==> src/rtl/latch_buffer.sv <==
// latch_buffer: strobe-captured words queued in an in-order buffer, drained by valid/ack.
module latch_buffer #(
    parameter int DATA_WIDTH = 32,
    parameter int DEPTH = 4
) (
    input  logic                  ap_clk,
    input  logic                  ap_rst_n,
    input  logic                  latch,
    input  logic                  out_ack,
    input  logic [DATA_WIDTH-1:0] data_in,
    output logic [DATA_WIDTH-1:0] data_out,
    output logic                  out_vld
);
    localparam int AW = $clog2(DEPTH);
    localparam logic [AW:0] FULL = DEPTH[AW:0];
    logic [DATA_WIDTH-1:0] mem [DEPTH];
    logic [AW-1:0] head, tail;
    logic [AW:0] count;
    logic push, pop;
    assign pop = out_vld & out_ack;
    // a pop frees a slot on the same edge, so a full buffer still accepts
    assign push = latch & (count != FULL || pop);
    assign out_vld = count != '0;
    assign data_out = out_vld ? mem[head] : '0;
    always_ff @(posedge ap_clk)
        if (push && !ap_rst_n) mem[tail] <= data_in;
    always_ff @(posedge ap_clk) begin
        if (ap_rst_n) begin
            head <= '0;
            tail <= '0;
            count <= '0;
        end else begin
            if (push) tail <= tail + 1'b1;
            if (pop) head <= head + 1'b1;
            count <= count + (AW+1)'(push) - (AW+1)'(pop);
        end
    end
endmodule

==> config.mk <==
export PLATFORM = sky130hd
export DESIGN_NAME = latch_buffer
export DESIGN_NICKNAME = d
export VERILOG_FILES = /design/src/rtl/latch_buffer.sv
export SDC_FILE = /design/constraint.sdc
export NUM_CORES = 1
export LEC_CHECK = 0
export BUFFER_PORTS_ARGS = -buffer_cell sky130_fd_sc_hd__buf_2
export CORE_AREA = 2 2 100 102
export CTS_CLUSTER_DIAMETER = 150
export DETAILED_ROUTE_END_ITERATION = 6
export DIE_AREA = 0 0 102 104
export GPL_TIMING_DRIVEN = 0
export PLACE_DENSITY_LB_ADDON = 0.25
export RECOVER_POWER = 100
export SETUP_SLACK_MARGIN = 0.02
export SLEW_MARGIN = 20
export SYNTH_ARGS = -nofsm -noshare
export SYNTH_HDL_FRONTEND = slang
export SYNTH_SLANG_ARGS = --single-unit
==> constraint.sdc <==
create_clock -name ap_clk -period 5.13 [get_ports ap_clk]
set_clock_uncertainty 0.05 [all_clocks]
set_input_delay 1.026 -clock ap_clk [delete_from_list [all_inputs] [get_ports ap_clk]]
set_output_delay 1.026 -clock ap_clk [all_outputs]
set_load 0.02 [all_outputs]
After elaboration in Yosys (flattened, before gate mapping)
Memory sizes are Yosys's and may differ from the RTL's. A register that Yosys moved wholly into a read port is not among the register bits.
Cells that the tools add are included.
Widths: inputs -> output; s select.
{"block": "word_totals", "register_bits": 7, "mem_bits_rw": 128, "out_inout_bits": 33, "word_cells": 20, "memories": 1}
{"block": "classes", "add_sub_neg": 4, "n_eq_ne": 1, "muxes": 5, "bitwise": 2, "reduce_logical": 4}
{"memory": "mem", "words": 4, "width": 32, "rd": 1, "rd_clocked_by_memory_dff": 1, "write_ports": 1, "line_no": "16", "rtl": "logic [DATA_WIDTH-1:0] mem [DEPTH];"}
{"cell": "$mux 32", "count": 1}
{"cell": "$add 2x1->2 const B", "count": 2}
{"cell": "$mux 2", "count": 2}
{"cell": "$add 3x1->3", "count": 1}
{"cell": "$ne 3x3->1 const B", "count": 1}
{"cell": "$reduce_bool 3->1", "count": 1}
{"cell": "$sub 3x1->3", "count": 1}
{"cell": "$and 1x1->1", "count": 2}
{"cell": "$mux 1", "count": 2}
{"cell": "$logic_and 1x1->1", "count": 1}
{"cell": "$logic_not 1->1", "count": 1}
{"cell": "$logic_or 1x1->1", "count": 1}

Depth between registers and ports, before layout
{"block": "logic_depth", "word_depth": 7, "depth_mapped": 11, "mapped_depth_nobuf": 11}

Worst setup path after synthesis
No wires, ideal clock.
{"block": "synth_path", "path_kind": "input to register", "startpoint": "input latch", "endpoint": "memory mem[3][0], enable pin", "arrival_ps": 3707, "path_slack_ps": 905, "path_stages": 3, "n_path_buf": 0, "path_cell_list": "o41a_1 inv_2 nor3b_1"}
{"block": "synth_via", "elab_chain_len": 4}
{"item": "from (decl)", "line_no": "8", "rtl": "input logic latch,"}
{"item": "$and 1x1->1", "line_no": "22", "rtl": "assign push = latch & (count != FULL || pop);"}
{"item": "$logic_and 1x1->1", "line_no": "26", "rtl": "if (push && !ap_rst_n) mem[tail] <= data_in;"}
{"item": "$mux 1", "line_no": "26"}
{"item": "$mux 1 (not written as such)", "line_no": "26"}
{"item": "to (decl)", "line_no": "16"}
Every way passes these cells.

Worst setup path after layout
{"block": "layout_path", "startpoint": "input out_ack", "endpoint": "memory mem[3][17], enable pin"}
{"block": "layout_via", "elab_chain_len": 6}
{"item": "from (decl)", "line_no": "9", "rtl": "input logic out_ack,"}
{"item": "$and 1x1->1", "line_no": "20", "rtl": "assign pop = out_vld & out_ack;"}
{"item": "$logic_or 1x1->1", "line_no": "22"}
{"item": "$and 1x1->1", "line_no": "22"}
{"item": "$logic_and 1x1->1", "line_no": "26"}
{"item": "$mux 1", "line_no": "26"}
{"item": "$mux 1 (not written as such)", "line_no": "26"}
Every way passes these cells.

==> summary.txt <==
Placed design
  – Buffers added on ports: 68
  – Detail Placement HPWL: 6.26 mm
  – Routability-driven placement congestion ratio: 0.664

Synthesis
  – Synthesized instance count: 253
  – Avg Cell Area, Syn: 21.0 sq um
  – Synth cell types: 26
  – Mapped Nets: 296
  – Synth warnings: 0
  – Sequential-to-total area share from yosys stat: 75.8%
  – Cell Area, Synth: 5310 sq um
  – Synth Register Bits: 137

Cells and area
  – Multi-input logic area: 1180 sq um
  – Fin nets: 399
  – Fillers: 701
  – Layout cells sized above 1: 20.1%
  – Area Growth Syn to Fin: 19.6%
  – Final core occ: 66.5%
  – Sequential cell area: 4020 sq um
  – Diode count: 0

Floorplan
  – Core area: 9550 sq um
  – IO Pins: 69
  – Die X: 102 um
  – Initial Util: 55.6%
  – Num rows: 36
  – Die height: 104 um
  – Die Area: 10,600 sq um

Outcome
  – Status: finished, final reports clean

CTS
  – Clk sinks: 137
  – # hold bufs at CTS: 0
  – H-tree depth: 4
  – CTS resizes: 0
  – CTS clk-pin slew, worst paths: 0.06 ns
  – CTS root buf: clkbuf_8
  – CTS tree: done
  – Clock Latency Late Sink: 0.51 ns
  – Num CTS Buffers: 17
  – Clock buffer depth: 2
  – Post-CTS Setup Repair Bufs: 0

Timing
  – RSZ-0062 raised after global routing: no
  – Slew HR: 8.43%
  – Final Cycle Share: 75.3%
  – Slew Viols, Final: 0
  – Setup Viol. Count Final: 0
  – Fmax: 259 MHz
  – Tmin final: 3.86 ns
  – Total negative slack: 0 ns
  – Final Hold Vio Count: 0
  – Worst Max-Slew Pin Slew: 1.37 ns

Drt
  – Vias: 2,615
  – Residual DRC: 0
  – Vias per cell: 5.21
  – Final ANT Viol Nets: 0
  – Initial drt markers: 121
  – Router iterations before antenna repair: 4
  – Total Routed Length: 9.14 mm
  – Wirelength per Cell: 18.2 um

Worst setup path
  – CP Launch Type: input port
  – WP data required: 5.22 ns
  – Crit Path Category: in2reg
  – Critical Path End Type: register
  – Max FO, Critical Path: 8
  – WP data arrival: 3.96 ns
  – RR Startpoint: count[1]
  – Crit path from: out_ack

Flow run
  – Max-cap violation count: 0

GRT
  – Grt ovf: 0
  – Number of global-route vias before repair: 2,815
  – Initial antenna violation count: 0
  – Global Route Usage Sum: 18.8%
  – Largest net degree at the start of global routing: 17
  – First-pass GRT wire length: 14.4 mm

Min path
  – Hold_sp: head[1]
  – Hold crit path type: reg2reg

Power
  – Worst IR Drop VDD: 0.272 mV
  – PD cells: 520 nW/um^2
  – Leak pwr: 2.03 nW
[synthesized netlist by cell type (all sizes together)]
cell type | number | area (sq um)
ha | 6 | 75.1
nor2 | 6 | 22.5
buf | 7 | 53.8
xor2 | 2 | 17.5
nand2 | 1 | 3.75
nor3 | 2 | 15.0
a21oi | 1 | 5.00
fa | 1 | 20.0
o41a | 1 | 11.3
nor3b | 4 | 30.0
nand2b | 2 | 12.5
mux4 | 32 | 721
o31ai | 1 | 7.51
edfxtp | 128 | 3840
or3 | 1 | 6.26
mux2i | 1 | 10.0
nor2b | 33 | 206
mux2 | 1 | 11.3
clkbuf | 4 | 15.0
o21ai | 1 | 5.00
dfxtp | 9 | 180
inv | 8 | 30.0
and2 | 1 | 6.26
[worst max-delay path: stages]
cell      delay (ns)
clkbuf_1        0.14
o41a_1          0.24
inv_1           0.14
nor3b_1         1.11
clkbuf_1        0.42
clkbuf_1        0.41
clkbuf_1        0.46
[flip-flops by register name, indices dropped and copies added, names as in the netlist, named ones only]
name and count:
head 2, tail 2, count 3, mem 128
[layer usage]
metal | wire, um | GRT usage (%) | vias up
li1 | - | - | 1209
met1 | 3860 | 23.3 | 1331
met2 | 4780 | 31.6 | 66
met3 | 431 | 6.18 | 9
met4 | 74 | 5.52 | 0
met5 | 0 | 0 | -
[metrics by stage]
step                area (sq um)  hold WS [ns]  setup WS [ns]  std cells  power [mW]
global route                6350         0.484           1.01        502        3.46
CTS                         6570         0.454           1.80        502        3.40
detailed placement          6000         0.439           2.00        470        2.25
finish                      6350         0.442           1.27        502        3.30
floorplan                   5310         0.409          0.905        253        1.98
global placement            5820         0.429          -1.08        454        2.23
[path summary, 6_finish.rpt]
path / slack, ns / end / cells after the start
max: 1.27 / mem[3][17] / 7
max reg2reg: 1.45 / mem[3][17] / 6
min reg2reg: 0.44 / head[1] / 2
min: 0.44 / head[1] / 2
[area by class of cell]
cell class	instances	area share, %
timing repair buffer	84	5.04
buffer	11	0.946
clock inverter	14	2.38
multi-input combinational	97	18.6
sequential	137	63.4
tap	133	2.62
inverter	8	0.473
clock buffer	18	6.58
[power breakdown]
group / leakage, nW / switching [mW] / total (mW) / internal [mW]
Combinational: 0.527 / 0.504 / 0.839 / 0.335
Clock: 0.263 / 0.450 / 1.14 / 0.692
Sequential: 1.24 / 0.0287 / 1.32 / 1.29
Total: 2.03 / 0.983 / 3.30 / 2.32
[cell usage in the layout (no fill, tap or decap), types with 4 or more instances in the layout]
| cell | n |
|---|---|
| buf_2 | 7 |
| clkbuf_1 | 87 |
| clkbuf_16 | 16 |
| clkinv_4 | 4 |
| clkinvlp_4 | 5 |
| dfxtp_1 | 9 |
| edfxtp_1 | 128 |
| ha_1 | 6 |
| inv_1 | 6 |
| mux4_2 | 32 |
| nor2_1 | 6 |
| nor2b_1 | 33 |
| nor3b_1 | 4 |
[logic make-up (layout without fill, tap and decap cells)]
group	Yosys count	after routing	share of synthesized area, %
AOI/OAI and AO/OA	4	4	0.542
and+or+nand+nor	50	50	5.70
DFF	137	137	75.8
buffers and inverters	19	135	1.86
muxes	34	34	14.0
xor gates and xnor gates	2	2	0.330
adders and majority gates	7	7	1.79
Power figures use the tool's default switching activity.
